## config.mk

```make
export PLATFORM = sky130hd
export DESIGN_NAME = i_type_alu_mc
export DESIGN_NICKNAME = d
export VERILOG_FILES = /design/src/rtl/i_type_alu_mc.sv
export SDC_FILE = /design/constraint.sdc
export NUM_CORES = 1
export LEC_CHECK = 0
export CORE_ASPECT_RATIO = 0.75
export CORE_MARGIN = 8
export CORE_UTILIZATION = 40
export CTS_BUF_LIST = sky130_fd_sc_hd__clkbuf_2
export CTS_CLUSTER_DIAMETER = 200
export DETAILED_ROUTE_END_ITERATION = 7
export PLACE_DENSITY_LB_ADDON = 0.25
export SYNTH_ARGS = -nofsm -noshare
export SYNTH_HDL_FRONTEND = slang
export SYNTH_SLANG_ARGS = --single-unit
```

## constraint.sdc

```tcl
create_clock -name clk -period 2.1 [get_ports clk]
set_input_delay 0.315 -clock clk [delete_from_list [all_inputs] [get_ports clk]]
set_output_delay 0.315 -clock clk [all_outputs]
set_load 0.005 [all_outputs]
```

## src/rtl/i_type_alu_mc.sv

```systemverilog
// rtl/i_type_alu_mc.sv - multi-cycle RV32I/RV64I I-type execute unit with iterative shifter
// Optional macro IALU_ILLEGAL_EN adds illegal-shift-encoding detection and the illegal_op port.
module i_type_alu_mc #(
    parameter int XLEN       = 32,
    parameter int SHIFT_STEP = 1
) (
    input  logic            clk,
    input  logic            reset,
    input  logic            in_valid,
    output logic            in_ready,
    input  logic [2:0]      funct3,
    input  logic            funct7_5,
    input  logic [XLEN-1:0] rv1,
    input  logic [XLEN-1:0] imm,
    output logic            out_valid,
    input  logic            out_ready,
    output logic [XLEN-1:0] rd_data,
`ifdef IALU_ILLEGAL_EN
    output logic            illegal_op,
`endif
    output logic            busy
);

    localparam int LOG = $clog2(XLEN);
    localparam int CW  = LOG + 1;
    localparam logic [CW-1:0] STEP_C = CW'(SHIFT_STEP);

    localparam logic [1:0] K_SLL = 2'd0;
    localparam logic [1:0] K_SRL = 2'd1;
    localparam logic [1:0] K_SRA = 2'd2;

    typedef enum logic [1:0] {IDLE, SHIFT, DONE} state_t;

    state_t          state_q, state_d;
    logic [XLEN-1:0] acc_q, acc_d;
    logic [XLEN-1:0] rd_q, rd_d;
    logic [CW-1:0]   cnt_q, cnt_d;
    logic [1:0]      kind_q, kind_d;

    logic [LOG-1:0]  sh;
    logic            is_shift;
    logic            illegal;
    logic [XLEN-1:0] alu_res;
    logic [CW-1:0]   step;
    logic [XLEN-1:0] shifted;

    assign sh        = imm[LOG-1:0];
    assign is_shift  = (funct3 == 3'b001) || (funct3 == 3'b101);
    assign in_ready  = (state_q == IDLE) && !reset;
    assign out_valid = (state_q == DONE);
    assign busy      = (state_q != IDLE);
    assign rd_data   = rd_q;

`ifdef IALU_ILLEGAL_EN
    localparam logic [11:0] SH_MASK = 12'((1 << LOG) - 1);
    logic [11:0] imm_hi;
    logic        illegal_q, illegal_d;

    // Bits above the shift amount must match the canonical SLLI/SRLI/SRAI encoding.
    assign imm_hi  = imm[11:0] & ~SH_MASK;
    assign illegal = ((funct3 == 3'b001) && (funct7_5 || (imm_hi != 12'h000))) ||
                     ((funct3 == 3'b101) && (imm_hi != (funct7_5 ? 12'h400 : 12'h000)));
    assign illegal_op = illegal_q;

    always_comb begin
        illegal_d = illegal_q;
        if (state_q == IDLE && in_valid)
            illegal_d = illegal;
    end

    always_ff @(posedge clk or posedge reset) begin
        if (reset) illegal_q <= 1'b0;
        else       illegal_q <= illegal_d;
    end
`else
    assign illegal = 1'b0;
`endif

    always_comb begin
        alu_res = rv1;
        case (funct3)
            3'b000:  alu_res = rv1 + imm;
            3'b010:  alu_res = {{(XLEN-1){1'b0}}, ($signed(rv1) < $signed(imm))};
            3'b011:  alu_res = {{(XLEN-1){1'b0}}, (rv1 < imm)};
            3'b100:  alu_res = rv1 ^ imm;
            3'b110:  alu_res = rv1 | imm;
            3'b111:  alu_res = rv1 & imm;
            default: alu_res = rv1;
        endcase
    end

    always_comb begin
        step = (cnt_q < STEP_C) ? cnt_q : STEP_C;
        case (kind_q)
            K_SLL:   shifted = acc_q << step;
            K_SRA:   shifted = XLEN'($signed(acc_q) >>> step);
            default: shifted = acc_q >> step;
        endcase
    end

    always_comb begin
        state_d = state_q;
        acc_d   = acc_q;
        rd_d    = rd_q;
        cnt_d   = cnt_q;
        kind_d  = kind_q;
        case (state_q)
            IDLE: begin
                if (in_valid) begin
                    kind_d = (funct3 == 3'b001) ? K_SLL : (funct7_5 ? K_SRA : K_SRL);
                    if (illegal) begin
                        rd_d    = '0;
                        state_d = DONE;
                    end else if (is_shift && (sh != '0)) begin
                        acc_d   = rv1;
                        cnt_d   = {1'b0, sh};
                        state_d = SHIFT;
                    end else begin
                        rd_d    = alu_res;
                        state_d = DONE;
                    end
                end
            end
            SHIFT: begin
                acc_d = shifted;
                cnt_d = cnt_q - step;
                if (cnt_q == step) begin
                    rd_d    = shifted;
                    state_d = DONE;
                end
            end
            DONE: begin
                if (out_ready)
                    state_d = IDLE;
            end
            default: state_d = IDLE;
        endcase
    end

    always_ff @(posedge clk or posedge reset) begin
        if (reset) begin
            state_q <= IDLE;
            acc_q   <= '0;
            rd_q    <= '0;
            cnt_q   <= '0;
            kind_q  <= K_SLL;
        end else begin
            state_q <= state_d;
            acc_q   <= acc_d;
            rd_q    <= rd_d;
            cnt_q   <= cnt_d;
            kind_q  <= kind_d;
        end
    end

endmodule

```

# Word-level counts from Yosys, hierarchy flattened
# Cells that the tools add are included.
totals:
  register_bits: 74
  input_bits: 72
  out_inout_bits: 35
op_classes:
  add_sub_neg: 2
  n_lt_le_gt_ge: 3
  n_eq_ne: 16
  shifts: 3
  muxes: 20
  n_bitwise: 3
  n_reduce_logical: 14
op_table:
  columns: ["cell", "n"]
  rows:
  - ["$pmux W32 S2", 3]
  - ["$pmux W32 S6", 1]
  - ["$mux W32", 5]
  - ["$lt A32 B32 Y1", 2]
  - ["$add A32 B32 Y32", 1]
  - ["$and A32 B32 Y32", 1]
  - ["$or A32 B32 Y32", 1]
  - ["$shl A32 B6 Y32", 1]
  - ["$shr A32 B6 Y32", 1]
  - ["$sshr A32 B6 Y32", 1]
  - ["$xor A32 B32 Y32", 1]
  - ["$mux W6", 3]
  - ["$eq A3 B3 Y1 const B", 4]
  - ["$mux W2", 6]
  - ["$pmux W6 S2", 1]
  - ["$eq A3 B2 Y1 const B", 2]
  - ["$eq A6 B6 Y1", 1]
  - ["$lt A6 B1 Y1 const B", 1]
  - ["$ne A2 B2 Y1 const B", 3]
  - ["$pmux W2 S3", 1]
  - ["$reduce_and A3 Y1", 2]
  - ["$sub A6 B6 Y6", 1]
  - ["$reduce_bool A5 Y1", 1]
  - ["$eq A2 B2 Y1 const B", 2]
  - ["other kinds (11)", 15]

# Logic depth before layout (Yosys ltp)
# Gate-level depths: netlist of the first run.
logic_depth:
  ltp_word: 6
  depth_mapped: 12
  ltp_nobuf: 10

# Worst setup path after synthesis of the first run
# Ideal clock, no wire load.
synth_timing:
  kind: "reg-to-reg"
  from: "reg cnt_q[2]"
  to: "reg rd_q[30], in the netlist rd_data[30]"
  setup_time_ps: 134
  t_arrival_ps: 2215
  t_required_ps: 1966
  setup_slack_ps: -249
  stages_incl_launch_ff: 12
  n_path_buf: 3
  synth_period_minus_slack_ps: 2349
  path_cell_list: "dfrtp_1 -> nor2_1 -> nand3_1 -> buf_2 -> nand2b_1 -> ha_1 -> and4_1 -> o21a_1 -> buf_2 -> buf_2 -> mux2i_1 -> o211ai_1"
synth_between:
  elab_chain_cells: 6
  elab_cells_between_ends: 11
  cone_classes: "1 x order compare; 2 x eq/ne; 3 x shift; 4 x mux; 1 x reduce/logical"
synth_lines:
  columns: ["element", "line", "text"]
  rows:
  - ["start, declared", "37", "logic [CW-1:0] cnt_q, cnt_d;"]
  - ["start signal, assigned", "151", "cnt_q <= cnt_d;"]
  - ["$lt A6 B1 Y1", "93", "step = (cnt_q < STEP_C) ? cnt_q : STEP_C;"]
  - ["$mux W6", "93", null]
  - ["$shr A32 B6 Y32 (tied with other cells)", "97", "default: shifted = acc_q >> step;"]
  - ["$pmux W32 S2", "94", "case (kind_q)"]
  - ["$mux W32", "127", "if (cnt_q == step) begin"]
  - ["$pmux W32 S2", "107", "case (state_q)"]
  - ["end signal, assigned", "150", "rd_q <= rd_d;"]
  - ["end, declared", "36", "logic [XLEN-1:0] rd_q, rd_d;"]
# Several ways; a longest one is shown, not always the timed one. The select of a mux whose other input is x is not followed.
# A chain may end at the register's enable or synchronous reset.

# Final worst setup path of the first run
layout_timing:
  from: "in rv1[28]"
  to: "reg rd_q[0], in the netlist rd_data[0]"
layout_between:
  elab_chain_cells: 5
  elab_cells_between_ends: 6
  cone_classes: "2 x order compare; 4 x mux"
layout_lines:
  columns: ["element", "line", "text"]
  rows:
  - ["start, declared", "13", "input logic [XLEN-1:0] rv1,"]
  - ["$lt A32 B32 Y1, on equally long branches", "84, 83", null]
  - ["$pmux W32 S6 (*)", "81", "case (funct3)"]
  - ["$mux W32 (*)", "114", "end else if (is_shift && (sh != '0)) begin"]
  - ["$mux W32 (*)", "109", "if (in_valid) begin"]
  - ["$pmux W32 S2 (*)", "107", null]
# Mark *: on every way between the ends. The rest lies on a longest branch, timed or not. The select of a mux whose other input is x is not followed.

==> out/results.ini, run 1 <==
[sta]
tightest_slew_ns=0.518
finalCritPeriodShare_pct=98.7
rsz0062_at_grt=yes
finalMaxSlewViolations=0
fin_skew_ns=0.0249
hold_viol=0
final-setup-viol-count=0
fmax_ghz=0.483
setup_tns_ns=0
relSlewSlack_pct=65.2
finalCriticalPeriod_ns=2.07

[critical_path]
crit_type=in2reg
worstSetupStartpointType=primary input
critPathCaptureType=register
crit_required_ns=2.58
crit_fanout=5
arrival_ns=2.55
r2r_setup_slack_ns=0.04

[job]
max_cap_viol_count=0

[cts]
clockBufferDepth=2
cts_root_buffer=clkbuf_2
clk_pin_slew_ns=0.26
holdBufCountCts=0
cts_max_level=3
cts_made_buffers=9
clock_sinks=74
cts_tree=done
clkLatencyLatePin_ns=0.57

[grt]
grt_max_degree=75
grt_pass1_vias=9991
gr-usage-all-layers_pct=26.1
antenna_found_initial=0
grt_first_pass_wirelength_um=54300
gr-total-overflow=0

[floorplan]
core_um2=21100
row_count=46
die_h_um=143
die_area_um2=26400
ios=107
start_util_pct=40.7
die_w_um=185

[power_and_ir_drop]
p_int_mw=5.75
pwr-share-comb_pct=64.2
pwr-share-clk_pct=9.5
switching_share_pct=45.5
seq_power_share_pct=26.3
cellPowerDensity_nw_per_um2=806
p_leak_nw=6.10
p_sw_mw=4.81
ir_worst_vdd_uv=536

[logic_synthesis]
synth_area_per_cell_um2=7.12
synth_area_leaders=dfrtp_1, ha_1, a21oi_1
netlist.area_leader.share_pct=21.6
synth_seq_cells=74
async_flop_share_pct=100
ys.warnings.count=0
synth_edf_count=0
yosysMostFrequentCell=nand2_1
synth_top_area_cell=dfrtp_1
synth_flop_cell=dfrtp_1
syn-instance-count=1205
synthDistinctLibCells=79
synth_nets=1376
synth_area_um2=8570
synthTopCellsByCount=nand2_1, a21oi_1, nor2_1
ys_seq_area_share_pct=21.6

[place]
gp_congestion=0.972
port_buffers=106
dpl_cell_area_um2=12000
dp.final_hpwl_um=27500

[routing]
dr.pass1.iters=7
drc_errors=0
drt_iter0_drc=1197
viasPerCell=5.66
wl_um=35200
drtAntennaViolNets=0
via_count=10400
avgRoutedWirePerCell_um=19.2

[finish]
fin_nets=1712
synthToLayoutAreaGrowth_pct=52.7
antenna_cells=0
drive_above_1_share_pct=33.1
fin_area_um2=13100

[status]
status=finished clean

[min_path]
hp-class=in2async

-- metrics by stage --
step,power (mW),std cells,setup WS [ns],hold slack (ns),util [%]
2_1_floorplan,6.02,1205,-0.0686,0.414,-
3_3_place_gp,8.86,1797,-0.957,0.449,56.9
3_5_place_dp,8.97,1797,-1.01,0.456,56.9
4_1_cts,10.2,1822,-0.0447,0.191,59.6
5_1_grt,11.3,1834,-0.0312,0.169,62.1
6_report,10.6,1834,0.0275,0.196,62.1
-- worst paths after layout --
| check | from | end | cells past startpoint |
|---|---|---|---|
| setup / recovery | rv1[28] | rd_data[0] | 10 |
| hold / removal | reset | rd_data[29] | 3 |
| setup reg to reg | cnt_q[2] | rd_data[26] | 9 |
| hold reg to reg | rd_data[3] | rd_data[3] | 2 |
| max in group asynchronous | reset | rd_data[21] | 3 |
| min in group clk | rv1[15] | acc_q[15] | 4 |
-- power by group through the flow --
stage	logic, mW	clock network, mW	registers (mW)
after floorplan	3.42	0	2.60
after global placement	6.10	0	2.77
after detailed placement	6.20	0	2.77
after CTS	6.47	1.02	2.75
after global routing	7.41	1.07	2.85
final	6.77	1.00	2.78
-- sequential cells by signal, indices dropped and copies added, names as in the netlist --
register	flops
acc_q	32
rd_data	32
cnt_q	6
kind_q	2
state_q	2
-- cells in the final DEF, fill, tap and decap left out, drive strengths merged, types with 7 or more instances in the layout --
cell type      Yosys  layout
dlymetal6s2s       0      27
a31oi             22      22
nor3              21      21
a21oi            143     143
a211oi            23      23
nand2            161     161
ha                98      98
inv               88      89
nor2             123     123
o21ai            127     127
clkdlybuf4s50      0      57
clkbuf            41      11
nand3             34      34
mux2i             22      22
o21a               7       7
o211ai            29      29
dfrtp             74      74
xnor2             14      14
nor2b              7       7
dlygate4sd2        0      13
nand4             11      11
o21bai             8       8
o22ai              8       8
buf               48     311
-- worst max-delay path, cell delays in order --
cell and delay [ns]:
clkdlybuf4s50_1 0.50, inv_1 0.08, ha_1 0.38, nor4_1 0.26
buf_4 0.18, nand3_1 0.16, nor2_1 0.22, a221oi_2 0.10
mux2i_1 0.13, a31o_1 0.22
-- repair_timing --
action,CTS,global route
gates resized for setup,102,134
endpoints found under the hold margin,0,0
endpoints found under the setup margin,32,27
cloned,1,0
setup buffers,8,12
pin swaps,34,56
-- layout make-up --
class                   instances  area [um^2]
fillers                      1915         7970
multi-input cells             954         6820
clock inverters                 7          100
clock buffers                   9         45.0
repair buffers                414         3570
inverters                      88          347
flip-flops and latches         74         1850
well taps                     288          360
-- kinds of logic (layout without fill, tap and decap cells) --
kind of cell | count (synthesis) | count (layout) | synth area share, %
AOI/OAI and AO/OA | 421 | 421 | 30.6
and+or+nand+nor | 393 | 393 | 20.0
buffers and inverters | 177 | 518 | 8.67
adders and majority gates | 99 | 99 | 14.5
DFF | 74 | 74 | 21.6
muxes | 23 | 23 | 2.70
xor gates and xnor gates | 18 | 18 | 1.84
-- metal layers --
layer / GRT usage, % / vias up / routed length (um)
met4: 9.08 / 0 / 1410
met2: 41.9 / 523 / 15700
met1: 34.9 / 4862 / 15100
met5: 0 / - / 0
li1: - / 4917 / -
met3: 4.34 / 87 / 2900
Note: power is estimated with default switching activity, not from simulation.
==> run 2: changes to the inputs <==
--- a/config.mk
+++ b/config.mk
@@ -12,5 +12,5 @@
 export CTS_CLUSTER_DIAMETER = 200
 export DETAILED_ROUTE_END_ITERATION = 7
-export PLACE_DENSITY_LB_ADDON = 0.25
+export PLACE_DENSITY = 0.72
 export SYNTH_ARGS = -nofsm -noshare
 export SYNTH_HDL_FRONTEND = slang
==> constraint.sdc (replaced) <==
create_clock -name clk -period 2.1 [get_ports clk]
set_input_delay 0.525 -clock clk [delete_from_list [all_inputs] [get_ports clk]]
set_output_delay 0.525 -clock clk [all_outputs]
set_load 0.005 [all_outputs]
==> run 2 against run 1 <==
  * Register-to-register slack about the same
  * Critical path depth increased by 1
  * Total power increased by 5.2%
  * Clock power fell by 10%
  * Wire length increased by 5.0%
  * Via count up 2.9%
  * Final cell count increased by 1.0%
  * Sequential power about the same
  * Final area increased by 4.5%
  * Core utilization rose by 2.8 points
  * Sequential cell count unchanged
  * Highest routed layer unchanged
==> out/results.ini, run 2 (synthesis results as in run 1) <==
[floorplan]
die_area_um2=26400
die_h_um=143
start_util_pct=40.7
row_count=46
core_um2=21100
ios=107
die_w_um=185

[sta]
finalCriticalPeriod_ns=2.08
fin_skew_ns=0.0464
relSlewSlack_pct=67.3
final-setup-viol-count=0
rsz0062_at_grt=yes
finalMaxSlewViolations=0
finalCritPeriodShare_pct=99.2
fmax_ghz=0.480
setup_tns_ns=0
tightest_slew_ns=0.487
hold_viol=0

[status]
status=finished clean

[routing]
wl_um=36900
drc_errors=0
drtAntennaViolNets=0
viasPerCell=5.77
drt_iter0_drc=1138
avgRoutedWirePerCell_um=19.9
via_count=10700
dr.pass1.iters=6

[power_and_ir_drop]
switching_share_pct=46.2
seq_power_share_pct=25.0
p_sw_mw=5.13
p_int_mw=5.98
p_total_mw=11.1
pwr-share-comb_pct=66.9
cellPowerDensity_nw_per_um2=811
ir_worst_vdd_uv=517
p_leak_nw=6.27
pwr-share-clk_pct=8.1

[grt]
gr-usage-all-layers_pct=26.5
gr-total-overflow=0
grt_first_pass_wirelength_um=55400
antenna_found_initial=0
grt_pass1_vias=10100
grt_max_degree=46

[place]
port_buffers=106
gp_congestion=0.975
dp.final_hpwl_um=27500

[critical_path]
worstSetupStartpointType=primary input
crit_type=in2reg
arrival_ns=2.58
crit_fanout=4
critPathCaptureType=register
crit_required_ns=2.60

[cts]
cts_max_level=3
clkLatencyLatePin_ns=0.60
clockBufferDepth=2
clock_sinks=74
cts_root_buffer=clkbuf_2
cts_tree=done
cts_made_buffers=9
clk_pin_slew_ns=0.27

[job]
max_cap_viol_count=0

[finish]
final_common_cell=buf_4
final_cell_mix=buf_4, nand2_1, a21oi_1, nor2_1, o21ai_0
fin_nets=1731
num-fill-cells=1771
antenna_cells=0
synthToLayoutAreaGrowth_pct=59.6
drive_above_1_share_pct=39.2

[min_path]
hp-class=in2reg

run 2: cell types whose count changed in the layout (fill, tap and decap cells not counted), moves of 8 or more:
cell and delta:
clkbuf_2 +20, dlygate4sd2_1 +10, clkdlybuf4s50_1 -36, inv_2 +11
ha_1 -9, buf_6 +17, a21oi_1 -11, inv_1 -17
ha_4 +15, a21oi_2 +8
run 2: path summary, 6_finish.rpt:
check	start	depth (start not counted)	endpoint	slack (ns)
worst max-delay path	rv1[0]	11	rd_data[18]	0.02
worst min-delay path	rv1[23]	4	acc_q[23]	0.34
worst max register to register	cnt_q[5]	10	rd_data[30]	0.03
worst min register to register	rd_data[8]	2	rd_data[8]	0.50
max in group asynchronous	reset	4	rd_data[27]	1.18
min in group asynchronous	reset	3	rd_data[25]	0.35
run 2: worst max-delay path: stages:
cell	delay, ns
buf_8	0.10
ha_4	0.16
fa_2	0.39
a211oi_4	0.27
o21ai_1	0.10
nand4b_1	0.23
nand2_1	0.11
a21oi_2	0.20
a221oi_2	0.08
o31a_1	0.13
o311ai_2	0.29
run 2: final cells by class:
class	count	area, um^2	share of cell area, %
tap	288	360	2.63
sequential	74	1850	13.6
timing repair buffer	433	3770	27.6
clock inverter	7	76.3	0.558
multi-input combinational	954	7190	52.5
inverter	88	382	2.79
clock buffer	9	45.0	0.329
run 2: metal layers:
layer	vias to the layer above	share of wire, %	global-route usage (%)
li1	4952	-	-
met1	5109	42	35.4
met2	552	45	41.7
met3	82	9.4	5.43
met4	0	3.1	9.58
met5	-	0	0
run 2: power by group through the flow:
stage | sequential [mW] | combinational [mW] | clock, mW
2_1_floorplan | 2.60 | 3.50 | 0
3_3_place_gp | 2.78 | 6.21 | 0
3_5_place_dp | 2.79 | 6.33 | 0
4_1_cts | 2.74 | 6.83 | 0.906
5_1_grt | 2.84 | 7.98 | 0.958
6_report | 2.78 | 7.43 | 0.898
run 2: stage by stage:
stage                     cells  utilization, %  setup slack (ns)  hold WS, ns  cell area [um^2]
after global routing       1853            65.0           -0.0890        0.307             13700
after global placement     1794            58.0             -1.33        0.447             12200
after floorplan            1205               -            -0.285        0.461              8980
final                      1853            65.0            0.0175        0.338             13700
after detailed placement   1794            58.0             -1.32        0.454             12200
after CTS                  1838            61.9            -0.115        0.329             13000
run 2: what timing repair did:
action	CTS	global route
endpoints found under the setup margin	53	43
hold buffers	0	0
resized for setup	216	197
setup buffers	27	17
cloned	1	3
pin swaps	61	78
==> run 3: changes to the inputs <==
- RECOVER_POWER: not set -> 100
==> run 3 against run 2 <==
  * Non-clock buffer count did not move
  * Die area did not move
  * Highest routed layer unchanged
  * Via count rose by 0.75%
  * Register-to-register slack barely moved
  * Core utilization fell by 0.17 points
  * Worst hold slack improved by 0.0023 ns
  * First-iteration DRC count fell by 4.1%
  * Critical path depth rose by 2
  * Final area fell by 0.27%
  * Largest power group unchanged
  * Final cell count did not move
==> out/results.ini, run 3 (synthesis results as in run 1) <==
[grt]
gr-total-overflow=0
grt_max_degree=46
grt_first_pass_wirelength_um=55400
gr-usage-all-layers_pct=26.5
antenna_found_initial=0
grt_pass1_vias=10100

[sta]
finalMaxSlewViolations=0
finalCritPeriodShare_pct=99.3
rsz0062_at_grt=yes
fmax_ghz=0.479
hold_viol=0
fin_skew_ns=0.0432
setup_tns_ns=0
final-setup-viol-count=0
tightest_slew_ns=0.727
relSlewSlack_pct=51.3
finalCriticalPeriod_ns=2.09

[floorplan]
die_w_um=185
start_util_pct=40.7
core_um2=21100
row_count=46
ios=107
die_area_um2=26400
die_h_um=143

[job]
max_cap_viol_count=0

[finish]
synthToLayoutAreaGrowth_pct=59.1
final_util_pct=64.8
final_cell_mix=buf_4, nand2_1, a21oi_1, nor2_1, o21ai_0
drive_above_1_share_pct=39.2
final_common_cell=buf_4
final_cells=1853
fin_nets=1731
antenna_cells=0

[routing]
viasPerCell=5.81
drc_errors=0
wl_um=37000
drt_iter0_drc=1091
avgRoutedWirePerCell_um=20.0
via_count=10800
drtAntennaViolNets=0
dr.pass1.iters=5

[place]
gp_congestion=0.975
placedCellCount=1794
port_buffers=106
dp.final_hpwl_um=27500

[critical_path]
arrival_ns=2.59
worstSetupStartpointType=primary input
crit_required_ns=2.61
reg2reg_from=cnt_q[5]
crit_type=in2reg
startpoint=imm[1]
crit_fanout=3
critPathCaptureType=register

[power_and_ir_drop]
p_leak_nw=6.25
cellPowerDensity_nw_per_um2=814
p_total_mw=11.1
ir_worst_vdd_uv=522

[cts]
cts_made_buffers=9
cts_tree=done
clk_pin_slew_ns=0.27
cts_root_buffer=clkbuf_2
holdBufCountCts=0
cts_max_level=3
clkLatencyLatePin_ns=0.60
clock_sinks=74
clockBufferDepth=2

[min_path]
worstHoldStart=rv1[23]
hp-class=in2reg

[status]
status=finished clean

==> run 3: cell count changes in the layout (fill, tap and decap cells not counted) <==
cell / previous run / this run
buf_12: 16 / 14
clkbuf_2: 31 / 33
clkinvlp_2: 0 / 1
clkbuf_1: 0 / 1
clkinvlp_4: 3 / 2
buf_4: 282 / 281
==> run 3: final cells by class <==
type	instances	area (um^2)
clock inverter	7	76.3
clock buffer	9	45.0
timing repair buffer	433	3740
fill	1777	7420
inverter	88	379
tap	288	360
multi-input combinational	954	7190
sequential	74	1850
==> run 3: worst max-delay path, stage by stage <==
cell and delay (ns):
buf_6 0.09, inv_4 0.04, ha_4 0.25, a21o_1 0.13, nand4_1 0.16, buf_4 0.19
a211o_1 0.37, a21oi_2 0.16, xnor2_1 0.12, a211oi_1 0.09, buf_4 0.16, o21ai_1 0.23
nand2_1 0.08
==> run 3: power breakdown <==
part,total [mW],internal (mW),switching (mW)
registers,2.78,2.10,0.682
clock network,0.902,0.282,0.620
logic,7.43,3.59,3.84
==> run 3: metrics by stage <==
stage / setup WS [ns] / cell area, um^2 / hold slack [ns]
final: 0.0143 / 13600 / 0.340
after global routing: -0.0890 / 13600 / 0.307
after CTS: -0.115 / 13000 / 0.329
after detailed placement: -1.32 / 12200 / 0.454
after global placement: -1.33 / 12200 / 0.447
after floorplan: -0.285 / 8980 / 0.461
==> run 3: routing by layer <==
layer	vias up	GRT usage [%]	wire (um)	part of all wire, %
met5	-	0	0	0
met4	0	9.58	1060	2.9
met3	76	5.43	3760	10
met2	628	41.7	16800	45
met1	5121	35.4	15400	42
li1	4950	-	-	-
==> run 3: path summary, 6_finish.rpt <==
| kind | end | slack, ns | cells past startpoint |
|---|---|---|---|
| setup / recovery | rd_data[9] | 0.01 | 13 |
| hold / removal | acc_q[23] | 0.34 | 4 |
| setup reg to reg | rd_data[30] | 0.02 | 10 |
| hold reg to reg | rd_data[8] | 0.50 | 2 |
| max in group asynchronous | rd_data[16] | 0.53 | 4 |
| min in group asynchronous | rd_data[25] | 0.43 | 3 |
==> run 3: repair_timing <==
| item | 4_1_cts | 5_1_grt |
|---|---|---|
| endpoints found under the setup margin | 53 | 43 |
| cloned | 1 | 3 |
| setup buffers | 27 | 17 |
| resized for setup | 216 | 197 |
| pin swaps | 61 | 78 |
